[src/rtl/mem_access_pkg.sv]
// Shared kind/funct3 codes, FSM encoding and request legality check for the memory access unit.
// Purely declarative; no timing or flow-control behaviour of its own.
package mem_access_pkg;

    typedef enum logic [1:0] {
        KIND_FETCH   = 2'b00,
        KIND_LOAD    = 2'b01,
        KIND_STORE   = 2'b10,
        KIND_ILLEGAL = 2'b11
    } kind_t;

    localparam logic [2:0] F3_B  = 3'b000;
    localparam logic [2:0] F3_H  = 3'b001;
    localparam logic [2:0] F3_W  = 3'b010;
    localparam logic [2:0] F3_BU = 3'b100;
    localparam logic [2:0] F3_HU = 3'b101;

    typedef enum logic [1:0] {
        IDLE   = 2'b00,
        ACCESS = 2'b01,
        WRITE  = 2'b10,
        RESP   = 2'b11
    } state_t;

    // True when the request can never touch memory: bad kind, bad width code or misaligned.
    function automatic logic isError(kind_t kind, logic [2:0] f3, logic [1:0] addrLo);
        logic e;
        e = 1'b0;
        case (kind)
            KIND_FETCH: e = (addrLo != 2'b00);
            KIND_LOAD: begin
                case (f3)
                    F3_B, F3_BU: e = 1'b0;
                    F3_H, F3_HU: e = addrLo[0];
                    F3_W:        e = (addrLo != 2'b00);
                    default:     e = 1'b1;
                endcase
            end
            KIND_STORE: begin
                case (f3)
                    F3_B:    e = 1'b0;
                    F3_H:    e = addrLo[0];
                    F3_W:    e = (addrLo != 2'b00);
                    default: e = 1'b1;
                endcase
            end
            default: e = 1'b1;
        endcase
        return e;
    endfunction

endpackage

[src/rtl/mem_access_unit_if.sv]
// Request, response and memory-side signals of the memory access unit.
// Request side is valid/ready; responses and memory reads have no back-pressure.
interface mem_access_unit_if;

    logic        req_valid;
    logic        req_ready;
    logic [1:0]  req_kind;
    logic [2:0]  funct3;
    logic [31:0] addr;
    logic [31:0] wdata;
    logic        rsp_valid;
    logic [31:0] rsp_data;
    logic        err;
    logic [31:0] mem_addr;
    logic [31:0] mem_wd;
    logic        mem_we;
    logic [31:0] mem_rdata;
    logic [31:0] mem_inst;

    modport master (
        output req_valid, req_kind, funct3, addr, wdata, mem_rdata, mem_inst,
        input  req_ready, rsp_valid, rsp_data, err, mem_addr, mem_wd, mem_we
    );

    modport slave (
        input  req_valid, req_kind, funct3, addr, wdata, mem_rdata, mem_inst,
        output req_ready, rsp_valid, rsp_data, err, mem_addr, mem_wd, mem_we
    );

endinterface

[src/rtl/mem_byte_lane.sv]
// Byte-lane extraction with sign/zero extension and store-lane merge; combinational, zero latency.
// No flow control: outputs follow inputs.
module mem_byte_lane
    import mem_access_pkg::*;
(
    input  logic [31:0] word,
    input  logic [1:0]  addrLo,
    input  logic [2:0]  funct3,
    input  logic [31:0] wdata,
    output logic [31:0] loadData,
    output logic [31:0] mergedWord
);

    logic [7:0]  laneByte;
    logic [15:0] laneHalf;

    always_comb begin
        laneByte   = word[{addrLo, 3'b000} +: 8];
        laneHalf   = word[{addrLo[1], 4'b0000} +: 16];
        loadData   = word;
        mergedWord = word;

        case (funct3)
            F3_B:    loadData = {{24{laneByte[7]}}, laneByte};
            F3_BU:   loadData = {24'd0, laneByte};
            F3_H:    loadData = {{16{laneHalf[15]}}, laneHalf};
            F3_HU:   loadData = {16'd0, laneHalf};
            default: loadData = word;
        endcase

        // Unaddressed lanes keep the word read during ACCESS.
        case (funct3)
            F3_B:    mergedWord[{addrLo, 3'b000} +: 8]     = wdata[7:0];
            F3_H:    mergedWord[{addrLo[1], 4'b0000} +: 16] = wdata[15:0];
            default: mergedWord = wdata;
        endcase
    end

endmodule

[src/rtl/mem_access_unit.sv]
// Multi-cycle fetch/load/store unit: fetch/load 2 cycles, store 3 (read-modify-write), error 1.
// req_ready only in IDLE; responses are a one-cycle pulse with no back-pressure.
module mem_access_unit
    import mem_access_pkg::*;
(
    input  logic               Clk,
    input  logic               Rst,
    mem_access_unit_if.slave   bus
);

    state_t      state;
    state_t      nextState;
    kind_t       kindReg;
    logic [2:0]  funct3Reg;
    logic [31:0] addrReg;
    logic [31:0] wdataReg;
    logic [31:0] wordReg;
    logic        errReg;
    logic        reqErr;
    logic [31:0] loadData;
    logic [31:0] mergedWord;

    assign reqErr = isError(kind_t'(bus.req_kind), bus.funct3, bus.addr[1:0]);

    mem_byte_lane u_lane (
        .word       (wordReg),
        .addrLo     (addrReg[1:0]),
        .funct3     (funct3Reg),
        .wdata      (wdataReg),
        .loadData   (loadData),
        .mergedWord (mergedWord)
    );

    always_ff @(posedge Clk) begin
        if (Rst) begin
            state <= IDLE;
        end else begin
            state <= nextState;
        end
    end

    always_ff @(posedge Clk) begin
        if (Rst) begin
            kindReg   <= KIND_FETCH;
            funct3Reg <= '0;
            addrReg   <= '0;
            wdataReg  <= '0;
            wordReg   <= '0;
            errReg    <= 1'b0;
        end else begin
            if (state == IDLE && bus.req_valid) begin
                kindReg   <= kind_t'(bus.req_kind);
                funct3Reg <= bus.funct3;
                addrReg   <= bus.addr;
                wdataReg  <= bus.wdata;
                errReg    <= reqErr;
            end
            if (state == ACCESS) begin
                wordReg <= (kindReg == KIND_FETCH) ? bus.mem_inst : bus.mem_rdata;
            end
        end
    end

    always_comb begin
        nextState     = state;
        bus.req_ready = 1'b0;
        bus.rsp_valid = 1'b0;
        bus.err       = 1'b0;
        bus.rsp_data  = '0;
        bus.mem_we    = 1'b0;
        bus.mem_wd    = '0;
        bus.mem_addr  = {addrReg[31:2], 2'b00};

        case (state)
            IDLE: begin
                bus.req_ready = 1'b1;
                if (bus.req_valid) begin
                    nextState = reqErr ? RESP : ACCESS;
                end
            end
            ACCESS: begin
                nextState = (kindReg == KIND_STORE) ? WRITE : RESP;
            end
            WRITE: begin
                // Reset in the same cycle must suppress the write, not just the response.
                bus.mem_we = !Rst;
                bus.mem_wd = mergedWord;
                nextState  = RESP;
            end
            RESP: begin
                bus.rsp_valid = 1'b1;
                bus.err       = errReg;
                if (!errReg) begin
                    case (kindReg)
                        KIND_FETCH: bus.rsp_data = wordReg;
                        KIND_LOAD:  bus.rsp_data = loadData;
                        default:    bus.rsp_data = '0;
                    endcase
                end
                nextState = IDLE;
            end
            default: nextState = IDLE;
        endcase
    end

endmodule

[src/flat_wrapper.sv]
// flat-port wrapper written by rule: the top's interface ports become plain ports
module mem_access_unit_flat import mem_access_pkg::*;
  (Clk, Rst, bus_req_valid, bus_req_kind, bus_funct3, bus_addr, bus_wdata, bus_mem_rdata, bus_mem_inst, bus_req_ready, bus_rsp_valid, bus_rsp_data, bus_err, bus_mem_addr, bus_mem_wd, bus_mem_we);
  mem_access_unit_if bus_i ();
  input  logic Clk;
  input  logic Rst;
  input wire logic [$bits(bus_i.req_valid)-1:0] bus_req_valid;
  input wire logic [$bits(bus_i.req_kind)-1:0] bus_req_kind;
  input wire logic [$bits(bus_i.funct3)-1:0] bus_funct3;
  input wire logic [$bits(bus_i.addr)-1:0] bus_addr;
  input wire logic [$bits(bus_i.wdata)-1:0] bus_wdata;
  input wire logic [$bits(bus_i.mem_rdata)-1:0] bus_mem_rdata;
  input wire logic [$bits(bus_i.mem_inst)-1:0] bus_mem_inst;
  output wire logic [$bits(bus_i.req_ready)-1:0] bus_req_ready;
  output wire logic [$bits(bus_i.rsp_valid)-1:0] bus_rsp_valid;
  output wire logic [$bits(bus_i.rsp_data)-1:0] bus_rsp_data;
  output wire logic [$bits(bus_i.err)-1:0] bus_err;
  output wire logic [$bits(bus_i.mem_addr)-1:0] bus_mem_addr;
  output wire logic [$bits(bus_i.mem_wd)-1:0] bus_mem_wd;
  output wire logic [$bits(bus_i.mem_we)-1:0] bus_mem_we;
  assign bus_i.req_valid = bus_req_valid;
  assign bus_i.req_kind = bus_req_kind;
  assign bus_i.funct3 = bus_funct3;
  assign bus_i.addr = bus_addr;
  assign bus_i.wdata = bus_wdata;
  assign bus_i.mem_rdata = bus_mem_rdata;
  assign bus_i.mem_inst = bus_mem_inst;
  assign bus_req_ready = bus_i.req_ready;
  assign bus_rsp_valid = bus_i.rsp_valid;
  assign bus_rsp_data = bus_i.rsp_data;
  assign bus_err = bus_i.err;
  assign bus_mem_addr = bus_i.mem_addr;
  assign bus_mem_wd = bus_i.mem_wd;
  assign bus_mem_we = bus_i.mem_we;
  mem_access_unit u_core (.Clk(Clk), .Rst(Rst), .bus(bus_i));
endmodule
[config.mk]
export PLATFORM = sky130hd
export DESIGN_NAME = mem_access_unit_flat
export DESIGN_NICKNAME = d
export VERILOG_FILES = /design/src/rtl/mem_access_pkg.sv /design/src/rtl/mem_access_unit_if.sv /design/src/rtl/mem_byte_lane.sv /design/src/rtl/mem_access_unit.sv /design/src/flat_wrapper.sv
export SDC_FILE = /design/constraint.sdc
export NUM_CORES = 1
export LEC_CHECK = 0
export CORE_UTILIZATION = 40
export CTS_BUF_LIST = sky130_fd_sc_hd__clkbuf_4 sky130_fd_sc_hd__clkbuf_8
export DETAILED_ROUTE_END_ITERATION = 10
export PLACE_DENSITY = 0.77
export SLEW_MARGIN = 20
export SYNTH_ARGS = -nofsm -noshare
export SYNTH_HDL_FRONTEND = slang
export SYNTH_SLANG_ARGS = --single-unit
[constraint.sdc]
create_clock -name Clk -period 7.05 [get_ports Clk]
set_input_delay 1.41 -clock Clk [delete_from_list [all_inputs] [get_ports Clk]]
set_output_delay 1.41 -clock Clk [all_outputs]
set_load 0.005 [all_outputs]
# Word level (Yosys, flattened, before mapping)
# Cells that the tools add are included.
# classes
eq_ne	15
n_reduce_logical	10
mux	20
shift	6
addsub	2
# ops
operator	n
32-bit two-way mux	4
32-bit case mux with 2 select lines	2
32-bit case mux with 4 select lines	1
32-bit bitwise mux	2
16-bit by 7-bit variable shift with 32-bit output, first input constant	1
8-bit by 7-bit variable shift with 32-bit output, first input constant	1
16-bit by 7-bit variable part select with 32-bit output	1
32-bit by 6-bit variable part select with 16-bit output	1
32-bit by 6-bit variable part select with 8-bit output	1
8-bit by 7-bit variable part select with 32-bit output	1
5-bit negation with 7-bit output	2
3-bit equality test, second input constant	4
1-bit case mux with 3 select lines	3
2-bit equality test, second input constant	4
2-bit case mux with 4 select lines	1
2-bit by 1-bit equality test with 1-bit output, second input constant	3
3-bit by 1-bit equality test with 1-bit output, second input constant	2
2-bit zero test	3
3-bit zero test	2
1-bit two-way mux	5
2-bit two-way mux	2
2-bit OR reduction	2
3-bit by 2-bit equality test with 1-bit output, second input constant	1
2-bit inequality test, second input constant	1
3 further kinds	3
# totals
wordCells	60
register_bits	104

# Logic depth before layout (Yosys ltp)
# logic_depth
depth_word	7
mapped_depth	8

# Hierarchy
# A second synthesis with hierarchy kept.
# hier_totals
hier_cells	993
area_unflattened_um2	7065.5
# by_module_without_submodules
mod	area_each_um2	instances	seq_area_each_um2	cells_each
mem_access_unit	5046.1	1	2082.0	653
mem_byte_lane	2019.4	1	0.0	340

# Worst setup path after synthesis
# OpenSTA, ideal clock, no wires.
# synth_path
kind	register to output
from	reg u_core.addrReg[1]
to	out bus_mem_wd[24]
setup_slack_ps	3484
path_stages_with_launch	9
arrival_ps	2156
t_required_ps	5640
path_cell_list	dfxtp_1 buf_2 buf_1 inv_1 ha_1 nand2b_1 nor4_4 a22oi_1 a21boi_1
# synth_via
elab_chain_len	5
word_cells_on_any_way	10
classes_between	add/sub: 2; shift: 4; mux: 4
# synth_rtl
item	line_no	source
start, declared	mem_access_unit.sv:15	logic [31:0] addrReg;
start signal, assigned	mem_access_unit.sv:54	addrReg <= bus.addr;
5-bit negation with 7-bit output, on equally long branches	mem_byte_lane.sv:34, mem_byte_lane.sv:33	
16-bit by 7-bit variable part select with 32-bit output, or another cell as far along	mem_byte_lane.sv:34	F3_H: mergedWord[{addrLo[1], 4'b0000} +: 16] = wdata[15:0];
32-bit bitwise mux, on equally long branches	mem_byte_lane.sv:34, mem_byte_lane.sv:33	
32-bit case mux with 2 select lines (*)	mem_byte_lane.sv:32	case (funct3)
32-bit two-way mux (*)	mem_access_unit.sv:74	case (state)
end, declared	flat_wrapper.sv:19	output wire logic [$bits(bus_i.mem_wd)-1:0] bus_mem_wd;
# Every way passes the cells marked *; elsewhere a longest branch is shown, timed or not.

# Worst setup path after layout
# layout_path
from	reg u_core.state[0]
to	out bus_rsp_data[18]
# layout_via
elab_chain_len	2
# layout_rtl
item	line_no	source
start, declared	mem_access_unit.sv:11	state_t state;
start signal, assigned	mem_access_unit.sv:38	state <= nextState;
2-bit equality test	mem_access_unit.sv:74	
32-bit two-way mux	mem_access_unit.sv:74	
end, declared	flat_wrapper.sv:16	output wire logic [$bits(bus_i.rsp_data)-1:0] bus_rsp_data;
# Every way passes these cells.

==> summary.md <==
| Metric | Value |
|---|---|
| Post-synthesis instance total | `810` |
| Slew Limit Fails | `0` |
| CP Buf/Inv Count | `1` |
| Top post-synthesis cells by area | `dfxtp_1 34%, nand2_1 14%, a21oi_1 6.1%` |
| Final #Nets | `1111` |
| WS Path Type | `flop to primary output` |
| EDFF count, synth | `0` |
| Async SR Flop Fraction | `0%` |
| Routed vias | `roughly 6500` |
| Die height | `roughly 130 µm` |
| Main combinational cell family by area after synthesis | `compound AO/OA/AOI/OAI gates` |
| Layout cells sized above 1 | `6.70%` |
| Share of the synthesized area in the top cell type | `34.1%` |
| Syn. warnings | `0` |
| Final setup margin | `2.19 ns` |
| Lkg Pwr | `3.06 nW` |
| Commonest non-fill, non-tap cells in the layout | `232 x clkdlybuf4s50_1, 225 x nand2_1, 104 x dfxtp_1, 74 x a21oi_1, 55 x nor2_1` |
| ANT nets after route | `0` |
| Worst path depth | `6` |
| Tcrit/Tclk final | `between 60 and 70%` |
| Post-Synth Adder-Cell Area | `approximately 1.8%` |
| Final wirelength | `21100 µm` |
| Required @ worst endpoint | `5.64 ns` |
| PwrDens | `300 nW/µm²` |
| Post-DP HPWL | `about 15000 µm` |
| Synth-to-layout area growth | `38.7%` |
| Complex-gate fraction of the synthesized area | `between 20% and 30%` |
| Least-Margin Pin Slew | `slightly above 1 ns` |
| Fmax | `206 MHz` |
| Synth Area in Simple Gates | `24.4%` |
| Hold-fix buffers, CTS | `0` |
| Startpoint Class | `flop` |
| Wire per inst | `18.3 µm` |
| CTS tree | `built` |
| Synth unique cells | `47` |
| Max stage delay cell, worst path | `nor2_1` |
| Final Hold Fails | `0` |
| Starting DRT DRC Count | `647` |
| Final min period | `4.86 ns` |
| Worst Hold Class | `flop to flop` |
| Clock slew seen by the registers of the worst setup and hold paths | `0.09 ns` |
| Failing checks | `design-rule violations` |
| Crit path arrival time | `3.45 ns` |
| # port buffers | `~230` |
| Clock buffer depth | `2` |
| Vias in the first global route | `5923` |
| Avg Cell Area, Syn | `7.54 µm²` |
| Core area | `approximately 15000 µm²` |
| Hold Crit Depth | `2` |
| Max Cap Viol | `0` |
| VDD IR max | `148 µV` |
| Pre-CTS WS | `between 2 and 3 ns` |
| Tot GR Track Use | `26.3%` |
| Row count | `44` |
| GPL Wtd Cong | `between 0.9 and 1` |
| Slew headroom | `32.3%` |
| Initial Util | `41.6%` |
| Number of I/O pins | `around 240` |
| Placed cell area | `~8000 µm²` |
| Chip Width | `126 µm` |
| Synth area leader | `dfxtp_1` |
| Critical path fanouts, max | `16` |
| Status | `finished, violations left` |
| First-pass GRT wire length | `between 30000 and 40000 µm` |
| Postcts setup bufs | `0` |
| Worst skew pair latency | `0.38 ns` |
| Clock sinks | `104` |
| Full die area | `between 15000 and 20000 µm²` |
| Vias per cell | `5.61` |
| Clk_skew | `0.00818 ns` |
| N_diodes | `0` |
| Seq cells post-synth | `104` |
| Final Setup Violations | `0` |
| XOR/XNOR share of the synthesized area | `0%` |
| Grt total ovfl | `0` |
| Pin count of the biggest net entering global routing | `72` |
| Initial antenna violation count | `0` |
| CTS buffer count | `9` |
| DR DRC count | `12` |
| FF-to-FF path depth | `6` |
| Pre-antenna DRT Iters | `11` |
| CTS resizes | `0` |
| RSZ-0062 raised after global routing | `no` |
| Total Negative Setup Slacks | `0 ns` |
| Commonest register cell after synthesis | `dfxtp_1` |
| Mux share of post-synthesis cell area | `slightly below 5%` |
| Top Family by Delay on Critical Path | `simple AND/OR/NAND/NOR gates` |
| Register area share after synthesis | `34.1%` |
| Post-Syn Area | `6110 µm²` |
| H-tree depth | `3` |
| Root Buffer | `clkbuf_8` |
| Most common cell after layout, fill and taps aside | `clkdlybuf4s50_1` |
| Layout Cell Area excl Fill | `approximately 8500 µm²` |
| CP endpoint kind | `primary output` |
| CP max stage delay | `approximately 0.80 ns` |
| Crit path cell chain | `ha_1 -> nor2b_1 -> nand2_1 -> nor2_1 -> a21o_1 -> clkdlybuf4s50_1` |
==> per-layer routing <==
metal | vias up | part of all wire [%] | GRT usage, %
met5 | - | 0 | 0
met2 | 299 | 46 | 41.9
met4 | 0 | 2.4 | 9.04
met3 | 41 | 9.1 | 5.95
met1 | 3011 | 43 | 34.8
li1 | 3127 | - | -
==> synthesized netlist by cell type (2+ instances only) <==
library cell and count:
a21boi_1 14, a21o_1 16, a21oi_1 74, a221oi_1 2
a222oi_1 14, a22oi_1 22, a311oi_1 34, a31o_2 7
a31oi_1 2, a32o_1 2, and2_1 4, buf_1 7
buf_2 6, buf_4 33, buf_6 2, clkbuf_1 46
dfxtp_1 104, ha_1 9, inv_1 11, mux2_2 22
mux2i_1 3, nand2_1 226, nand2b_1 6, nand3b_1 2
nor2_1 56, nor2b_1 23, nor3_1 8, nor3_2 3
nor4_1 8, nor4_4 2, o211ai_1 3, o21ai_0 11
o221ai_1 7, o31ai_1 8
==> power breakdown <==
| group | internal [mW] | switching [mW] | total (mW) |
|---|---|---|---|
| clock | 0.250 | 0.212 | 0.462 |
| combinational | 0.504 | 0.610 | 1.11 |
| sequential | 0.738 | 0.231 | 0.969 |
==> final cells by class <==
| cell class | count | area (µm²) |
|---|---|---|
| fillers | 1350 | 6220 |
| flip-flops and latches | 104 | 2080 |
| well taps | 184 | 230 |
| multi-input cells | 602 | 3510 |
| inverters | 11 | 41.3 |
| repair buffers | 238 | 2370 |
| clock buffers | 11 | 145 |
| clock inverters | 4 | 101 |
==> state kept, by name (all words and copies together), names as in the netlist <==
signal and count:
u_core.kindReg 2, u_core.funct3Reg 3, u_core.errReg 1, u_core.state 2
u_core.wdataReg 32, u_core.addrReg 32, u_core.wordReg 32
==> worst reg2reg max path, stage by stage, from the launching register on <==
cell and delay, ns:
dfxtp_1 0.36, inv_1 0.14, ha_1 0.30, and2_2 0.18, buf_4 0.56, a211oi_1 0.12
a311oi_1 0.28
==> stage by stage <==
step,hold slack (ns),power [mW],instances,utilization [%]
final,0.458,2.54,1154,57.7
after global routing,0.478,2.70,1154,57.7
after CTS,0.461,2.53,1154,57.6
after detailed placement,0.447,2.07,1139,55.9
after global placement,0.441,2.05,1139,55.9
after floorplan,0.433,1.64,811,-
==> logic make-up after synthesis <==
| kind of cell | Yosys count |
|---|---|
| other | 1 |
| muxes | 26 |
| and+or+nand+nor | 343 |
| AOI/OAI and AO/OA | 222 |
| adders and majority gates | 9 |
| buffers and inverters | 105 |
| DFF | 104 |
==> path summary, 6_finish.rpt <==
path	startpoint	slack [ns]	end
min	u_core.addrReg[28]$_SDFFE_PP0P_	0.46	u_core.addrReg[28]$_SDFFE_PP0P_
min reg2reg	u_core.addrReg[28]$_SDFFE_PP0P_	0.46	u_core.addrReg[28]$_SDFFE_PP0P_
max	u_core.state[0]$_SDFFE_PP0P_	2.19	bus_rsp_data[18]
max reg2reg	u_core.state[1]$_SDFFE_PP0P_	5.02	u_core.state[0]$_SDFFE_PP0P_
No activity file was read; power rests on OpenSTA's default activity.
